<file path="src/rtl/apb_master_bridge.sv">
// Valid/ready command port to APB master bridge; one registered response pulse per transfer.
// Define APB_TIMEOUT_EN to abort ACCESS phases that wait longer than TIMEOUT cycles.
module apb_master_bridge #(
  parameter int DATA_WIDTH = 8,
  parameter int ADDR_WIDTH = 8,
  parameter int TIMEOUT    = 16
) (
  input  logic                  pclk,
  input  logic                  preset,
  input  logic                  req_valid,
  output logic                  req_ready,
  input  logic                  req_write,
  input  logic [ADDR_WIDTH-1:0] req_addr,
  input  logic [DATA_WIDTH-1:0] req_wdata,
  output logic                  rsp_valid,
  output logic [DATA_WIDTH-1:0] rsp_rdata,
  output logic                  rsp_err,
  output logic                  rsp_timeout,
  output logic                  psel,
  output logic                  penable,
  output logic                  pwrite,
  output logic [ADDR_WIDTH-1:0] paddr,
  output logic [DATA_WIDTH-1:0] pwdata,
  input  logic [DATA_WIDTH-1:0] prdata,
  input  logic                  pready,
  input  logic                  pslverr
);

  typedef enum logic [1:0] {IDLE, SETUP, ACCESS} state_t;

  state_t                  state_q, state_d;
  logic                    psel_q, psel_d;
  logic                    penable_q, penable_d;
  logic                    pwrite_q, pwrite_d;
  logic [ADDR_WIDTH-1:0]   paddr_q, paddr_d;
  logic [DATA_WIDTH-1:0]   pwdata_q, pwdata_d;
  logic                    rsp_valid_q, rsp_valid_d;
  logic [DATA_WIDTH-1:0]   rsp_rdata_q, rsp_rdata_d;
  logic                    rsp_err_q, rsp_err_d;
  logic                    complete;
  logic                    abort;
  logic                    accept;

  assign complete = (state_q == ACCESS) && pready;

`ifdef APB_TIMEOUT_EN
  localparam logic [7:0] WAIT_LIMIT = 8'(TIMEOUT - 1);

  logic [7:0] wait_cnt_q, wait_cnt_d;
  logic       rsp_timeout_q, rsp_timeout_d;

  assign abort = (state_q == ACCESS) && !pready && (wait_cnt_q == WAIT_LIMIT);

  // Counter restarts in SETUP so every ACCESS phase begins at zero.
  always_comb begin
    wait_cnt_d    = 8'd0;
    rsp_timeout_d = abort;
    if (state_q == ACCESS && !pready) begin
      wait_cnt_d = 8'(wait_cnt_q + 8'd1);
    end
  end

  always_ff @(posedge pclk or posedge preset) begin
    if (preset) begin
      wait_cnt_q    <= 8'd0;
      rsp_timeout_q <= 1'b0;
    end else begin
      wait_cnt_q    <= wait_cnt_d;
      rsp_timeout_q <= rsp_timeout_d;
    end
  end

  assign rsp_timeout = rsp_timeout_q;
`else
  logic unused_timeout_cfg;
  assign unused_timeout_cfg = TIMEOUT[0];
  assign abort       = 1'b0;
  assign rsp_timeout = 1'b0;
`endif

  assign req_ready = (state_q == IDLE) || complete;
  assign accept    = req_valid && req_ready;

  always_comb begin
    state_d     = state_q;
    paddr_d     = paddr_q;
    pwrite_d    = pwrite_q;
    pwdata_d    = pwdata_q;
    rsp_valid_d = complete || abort;
    rsp_rdata_d = '0;
    rsp_err_d   = abort;

    case (state_q)
      IDLE:   if (accept) state_d = SETUP;
      SETUP:  state_d = ACCESS;
      ACCESS: begin
        if (complete) begin
          state_d = accept ? SETUP : IDLE;
        end else if (abort) begin
          state_d = IDLE;
        end
      end
      default: state_d = IDLE;
    endcase

    if (complete) begin
      rsp_err_d = pslverr;
      if (!pwrite_q) rsp_rdata_d = prdata;
    end

    if (accept) begin
      paddr_d  = req_addr;
      pwrite_d = req_write;
      pwdata_d = req_wdata;
    end

    // Bus strobes are registered copies of the next state's decode.
    psel_d    = (state_d != IDLE);
    penable_d = (state_d == ACCESS);
  end

  always_ff @(posedge pclk or posedge preset) begin
    if (preset) begin
      state_q     <= IDLE;
      psel_q      <= 1'b0;
      penable_q   <= 1'b0;
      pwrite_q    <= 1'b0;
      paddr_q     <= '0;
      pwdata_q    <= '0;
      rsp_valid_q <= 1'b0;
      rsp_rdata_q <= '0;
      rsp_err_q   <= 1'b0;
    end else begin
      state_q     <= state_d;
      psel_q      <= psel_d;
      penable_q   <= penable_d;
      pwrite_q    <= pwrite_d;
      paddr_q     <= paddr_d;
      pwdata_q    <= pwdata_d;
      rsp_valid_q <= rsp_valid_d;
      rsp_rdata_q <= rsp_rdata_d;
      rsp_err_q   <= rsp_err_d;
    end
  end

  assign psel      = psel_q;
  assign penable   = penable_q;
  assign pwrite    = pwrite_q;
  assign paddr     = paddr_q;
  assign pwdata    = pwdata_q;
  assign rsp_valid = rsp_valid_q;
  assign rsp_rdata = rsp_rdata_q;
  assign rsp_err   = rsp_err_q;

endmodule

</file>
<file path="config.mk">
export PLATFORM = sky130hd
export DESIGN_NAME = apb_master_bridge
export DESIGN_NICKNAME = d
export VERILOG_FILES = /design/src/rtl/apb_master_bridge.sv
export SDC_FILE = /design/constraint.sdc
export NUM_CORES = 1
export LEC_CHECK = 0
export ABC_CLOCK_PERIOD_IN_PS = 3500
export BUFFER_PORTS_ARGS = -buffer_cell sky130_fd_sc_hd__buf_2
export CAP_MARGIN = 20
export CORE_ASPECT_RATIO = 1.2
export CORE_UTILIZATION = 33
export DETAILED_ROUTE_END_ITERATION = 12
export RECOVER_POWER = 25
export SYNTH_ARGS = -nofsm -noshare
export SYNTH_HDL_FRONTEND = slang
export SYNTH_SLANG_ARGS = --single-unit
</file>
<file path="constraint.sdc">
create_clock -name pclk -period 3.5 [get_ports pclk]
set_input_delay 0.525 -clock pclk [delete_from_list [all_inputs] [get_ports pclk]]
set_output_delay 0.525 -clock pclk [all_outputs]
set_load 0.01 [all_outputs]
</file>
==> impl_metrics.yaml, run 1 <==
floorplan:
  initial_core_util_pct: 34.89
  die_y_um: 67.64
  rows: 23
  die_w_um: 56.70
  io_pins: 61
  core_area_sq_um: 3396
  dieArea_sq_um: 3835
worst_setup_path:
  critical-path-top-delay-family: "buffers and inverters"
  cp_cell_sequence: "buf_2, inv_1, clkbuf_1"
  slowest_delay_ps: 860
  end_kind: "asynchronous set/reset pin"
  path_class: "in2async"
  cpMaxStageDelayCell: "clkbuf_1"
  arrival_ps: 1790
  required_ps: 3730
  path_buf_inv: 3
  crit_path_start_kind: "primary input"
  critPathMaxFanout: 21
cts:
  post_cts_buffers: 0
  clock_sinks: 31
  cts.repair.resized: 0
  clkSlewWorstSetupHoldPaths_ps: 60
  h-tree-depth: 2
  cts_buffers: 5
  hold_buffers: 0
  clkLatencyLatePin_ps: 280
  cts_root_buffer: "clkbuf_8"
  cts_buffer_depth: 2
  cts_tree: "done"
logic_synthesis:
  synth_area_sq_um: 1185
  yosysTopAreaCellShare_pct: 65.47
  ys_warn_count: 0
  ys_top_cells_by_count: "dfrtp_1 (31), mux2_4 (9), and2_1 (8), mux2_2 (8)"
  synth_edf_count: 0
  synthArstFlopShare_pct: 100.0
  synthSimpleGateAreaFrac_pct: 9.398
  syn_nets: 105
  synth_compound_area_share_pct: 1.267
  synth_cell_types: 17
  avgSynthCellArea_sq_um: 15.80
  synthMostInstantiatedCell: "dfrtp_1"
  synthAdderAreaFrac_pct: 0
  ys_seq_area_share_pct: 65.47
  synthXorXnorAreaFrac_pct: 0
  synth_top_area_cell: "dfrtp_1"
  ys_top_cells_by_area: "dfrtp_1 (65%), mux2_4 (11%), mux2_2 (7.6%)"
  postSynthCellCount: 75
  synth_top_family_by_area: "multiplexers"
  synth-seq-cells: 31
  synth_flop_cell: "dfrtp_1"
  synth.area.mux_share_pct: 19.01
global_routing:
  grt_pass1_wl_mm: 3.663
  grtUsageTotal_pct: 13.17
  grt-ovfl-total: 0
  grt_start_max_net_pins: 22
  grt_pass1_vias: 802
  antenna_found_initial: 0
hold_path:
  min_path_type: "in2async"
placement:
  place_hpwl_mm: 1.674
  numPortBuffers: 59
  routabilityCongestion: 0.6976
sta:
  finClkSkew_ps: 10.30
  setup_viol: 0
  worstMarginPinSlew_ps: 1093
  maxSlewViolCount: 0
  min_period_ps: 1573
  fin_crit_sh_pct: 44.95
  fin_tns_setup_ps: 0
  max_freq_ghz: 0.6356
  hold_viol: 0
  rsz0062_at_grt: "false"
  slew-limit-headroom_pct: 27.11
pwr:
  powerDensity_nw_per_um2: 599.6
  power_leakage_nw: 0.8495
  peakVddDrop_v: 0.0003504
run:
  cap_violations: 0
final_layout:
  area_growth_pct: 34.11
  drive_above_1_share_pct: 62.14
  nets: 169
  utilization_pct: 46.79
  antennaDiodeCount: 0
detailed_routing:
  wirelength_mm: 2.227
  drtPass1Iterations: 7
  vias: 795
  antenna_left: 0
  drtIter0Drc: 13
  via_per_inst: 4.492
  drc_errors: 8
  wl_per_cell_um: 12.58
status:
  violations: "DRC"
  status: "finished, violations left"
[flip-flops by register name, summed over array words and instances, names as in the netlist]
name / flops
pwdata: 8
paddr: 8
psel: 1
penable: 1
rsp_valid: 1
rsp_err: 1
rsp_rdata: 8
state_q: 2
pwrite: 1
[layer usage]
metal  GRT usage [%]  wire [um]  up-vias
met2           21.88       1063       49
met4           5.625         29        0
met5               0          0        -
met1           14.71        885      371
met3           5.939        248        4
li1                -          -      371
[cell families after synthesis]
| kind of cell | count (synthesis) |
|---|---|
| flops | 31 |
| mux | 17 |
| simple gates | 17 |
| buf+inv | 6 |
| compound gates | 3 |
| other cells | 1 |
[stage by stage]
stage | instances | power [mW] | hold slack [ps] | setup slack, ps | instance area (sq um)
2_1_floorplan | 75 | 0.6091 | 511.8 | 2078 | 1185
3_3_place_gp | 167 | 0.6902 | 469.1 | 1451 | 1486
3_5_place_dp | 168 | 0.6999 | 479.9 | 1388 | 1514
4_1_cts | 176 | 0.9641 | 284.3 | 1571 | 1598
5_1_grt | 177 | 1.008 | 271.9 | 1620 | 1589
6_report | 177 | 0.9528 | 231.4 | 1927 | 1589
[cell usage in the layout, fill, tap and decap left out, drive strengths merged]
cell | Yosys | routed
conb | 1 | 1
clkinv | 0 | 3
nand2 | 1 | 1
o21ai | 3 | 3
nor2 | 3 | 3
nor3 | 1 | 1
dfrtp | 31 | 31
nor2b | 1 | 1
inv | 2 | 2
and2 | 8 | 8
mux2 | 17 | 17
nand2b | 1 | 1
buf | 4 | 60
nor3b | 1 | 1
clkbuf | 0 | 6
nor4b | 1 | 1
[power by group]
group | switching, mW | internal (mW) | total (mW)
clock | 0.125 | 0.136 | 0.261
sequential | 0.0355 | 0.424 | 0.460
combinational | 0.103 | 0.130 | 0.233
total | 0.263 | 0.689 | 0.953
[worst paths after layout]
check	from	to	slack (ps)	cells past startpoint
max in group pclk	state_q[1]	req_ready	1930	3
min in group pclk	prdata[5]	rsp_rdata[5]	450	2
min	preset	paddr[1]	230	2
min reg2reg	pwrite	rsp_rdata[6]	490	1
max reg2reg	state_q[1]	paddr[4]	1950	4
max	preset	state_q[0]	1930	3
[area by class of cell]
cell class                 instances  area [sq um]
timing repair buffer              61         314.1
fill                             347          1807
multi-input combinational         38         361.6
clock inverter                     3         15.01
clock buffer                       5         68.82
tap                               37         46.29
sequential                        31         775.7
inverter                           2         7.507
Note: power is estimated with default switching activity, not from simulation.
==> inputs of run 2 (changes only) <==
--- a/config.mk
+++ b/config.mk
@@ -5,7 +5,7 @@
 export SDC_FILE = /design/constraint.sdc
 export NUM_CORES = 1
 export LEC_CHECK = 0
-export ABC_CLOCK_PERIOD_IN_PS = 3500
+export ABC_CLOCK_PERIOD_IN_PS = 1620
 export BUFFER_PORTS_ARGS = -buffer_cell sky130_fd_sc_hd__buf_2
 export CAP_MARGIN = 20
 export CORE_ASPECT_RATIO = 1.2
==> constraint.sdc (replaced) <==
create_clock -name pclk -period 1.62 [get_ports pclk]
set_input_delay 0.243 -clock pclk [delete_from_list [all_inputs] [get_ports pclk]]
set_output_delay 0.243 -clock pclk [all_outputs]
set_load 0.01 [all_outputs]
==> run 2 against run 1 <==
The run still ends with DRC left. First-iteration DRC count rose by 62%. Cell count rose by 0.56%. Die area did not move. Design area rose by 0.79%. Clock power rose by 130%. Sequential share of layout area fell by 0.38 points. Routed wire length barely moved. Register-to-register slack got worse by 1700 ps. Critical endpoint is now pwdata[4]. Largest power group unchanged.
==> impl_metrics.yaml, run 2 (synthesis gave the netlist of run 1 again) <==
detailed_routing:
  wl_per_cell_um: 12.50
  via_per_inst: 4.500
  vias: 801
  wirelength_mm: 2.225
  drtPass1Iterations: 8
  drtIter0Drc: 21
  antenna_left: 0
  drc_errors: 8
sta:
  min_period_ps: 1420
  fin_crit_sh_pct: 87.63
  fin_tns_setup_ps: 0
  slew-limit-headroom_pct: 50.54
  rsz0062_at_grt: "false"
  fin_ws_ps: 200.4
  worstMarginPinSlew_ps: 742.0
  max_freq_ghz: 0.7044
  finClkSkew_ps: 5.267
  maxSlewViolCount: 0
  hold_viol: 0
  setup_viol: 0
cts:
  post_cts_buffers: 0
  hold_buffers: 0
  clock_sinks: 31
  cts_buffers: 5
  cts_buffer_depth: 2
  cts_root_buffer: "clkbuf_8"
  h-tree-depth: 2
  cts_tree: "done"
  clkLatencyLatePin_ps: 270
  cts.repair.resized: 0
  clkSlewWorstSetupHoldPaths_ps: 60
global_routing:
  grt-ovfl-total: 0
  grt_pass1_wl_mm: 3.498
  grt_start_max_net_pins: 32
  antenna_found_initial: 0
  grt_pass1_vias: 791
  grtUsageTotal_pct: 12.85
floorplan:
  initial_core_util_pct: 34.89
  die_y_um: 67.64
  rows: 23
  dieArea_sq_um: 3835
  die_w_um: 56.70
  io_pins: 61
  core_area_sq_um: 3396
placement:
  routabilityCongestion: 0.6774
  place_hpwl_mm: 1.589
  numPortBuffers: 59
  placedCellCount: 171
  place_ws_ps: 218.9
worst_setup_path:
  cpMaxStageDelayCell: "dfrtp_1"
  arrival_ps: 1580
  required_ps: 1780
  crit_path_start_kind: "register"
  path_class: "reg2reg"
  end_kind: "register"
  cp_cell_sequence: "nor2b_4, nor3b_4, buf_4, mux2_4"
  slowest_delay_ps: 400
  critPathMaxFanout: 9
  path_buf_inv: 1
  critical-path-top-delay-family: "flip-flops"
final_layout:
  area_growth_pct: 35.16
  seq_area_sq_um: 775.7
  nets: 171
  multi_input_area_sq_um: 361.6
  final_cell_mix: "buf_2 (59), dfrtp_1 (31), mux2_4 (9), and2_1 (8), mux2_2 (8)"
  n_fill_cell: 327
  final_common_cell: "buf_2"
  antennaDiodeCount: 0
  final_cells: 178
  utilization_pct: 47.16
  drive_above_1_share_pct: 63.12
status:
  violations: "DRC"
  status: "finished, violations left"
pwr:
  powerDensity_nw_per_um2: 1309
  peakVddDrop_v: 0.0006428
  power_leakage_nw: 0.8600
hold_path:
  min_path_type: "in2async"
run:
  cap_violations: 0
## run 2: changes by cell type in the layout (fill, tap and decap cells not counted)
cell,delta
clkbuf_1,-1
clkbuf_8,+1
clkbuf_2,+1
clkinv_2,-2
buf_4,+3
buf_8,-1
## run 2: final timing paths
kind | slack (ps) | to | startpoint | depth (start not counted)
setup / recovery | 200 | pwdata[4] | state_q[1] | 4
hold / removal | 170 | paddr[1] | preset | 3
setup reg to reg | 200 | pwdata[4] | state_q[1] | 4
hold reg to reg | 500 | pwdata[7] | pwdata[7] | 1
max in group asynchronous | 980 | paddr[2] | preset | 3
min in group pclk | 170 | rsp_rdata[5] | prdata[5] | 2
## run 2: layout make-up
| type | instances | share of cell area [%] |
|---|---|---|
| clock buffer | 6 | 5.156 |
| inverter | 2 | 0.4687 |
| sequential | 31 | 48.44 |
| tap | 37 | 2.891 |
| multi-input combinational | 38 | 22.58 |
| clock inverter | 1 | 0.3125 |
| timing repair buffer | 63 | 20.16 |
## run 2: power breakdown
| group | switching, mW | internal, mW |
|---|---|---|
| Combinational | 0.226 | 0.282 |
| Clock | 0.265 | 0.333 |
| Sequential | 0.0740 | 0.916 |
## run 2: tightest hold or removal path: stages
cell and delay [ps]:
buf_2 90, inv_1 40, clkbuf_2 580
## run 2: layer usage
layer	vias up	part of all wire [%]	global-route usage [%]
li1	375	-	-
met1	374	40	13.41
met2	50	48	20.24
met3	2	12	8.046
met4	0	0.54	6.563
met5	-	0	0
## run 2: per-stage QoR
stage	instance area [sq um]	total power [mW]	hold WS (ps)
after floorplan	1185	1.316	346.5
after global placement	1516	1.502	333.7
after detailed placement	1516	1.518	350.1
after CTS	1604	2.135	45.52
after global routing	1602	2.230	155.5
final	1602	2.096	169.8
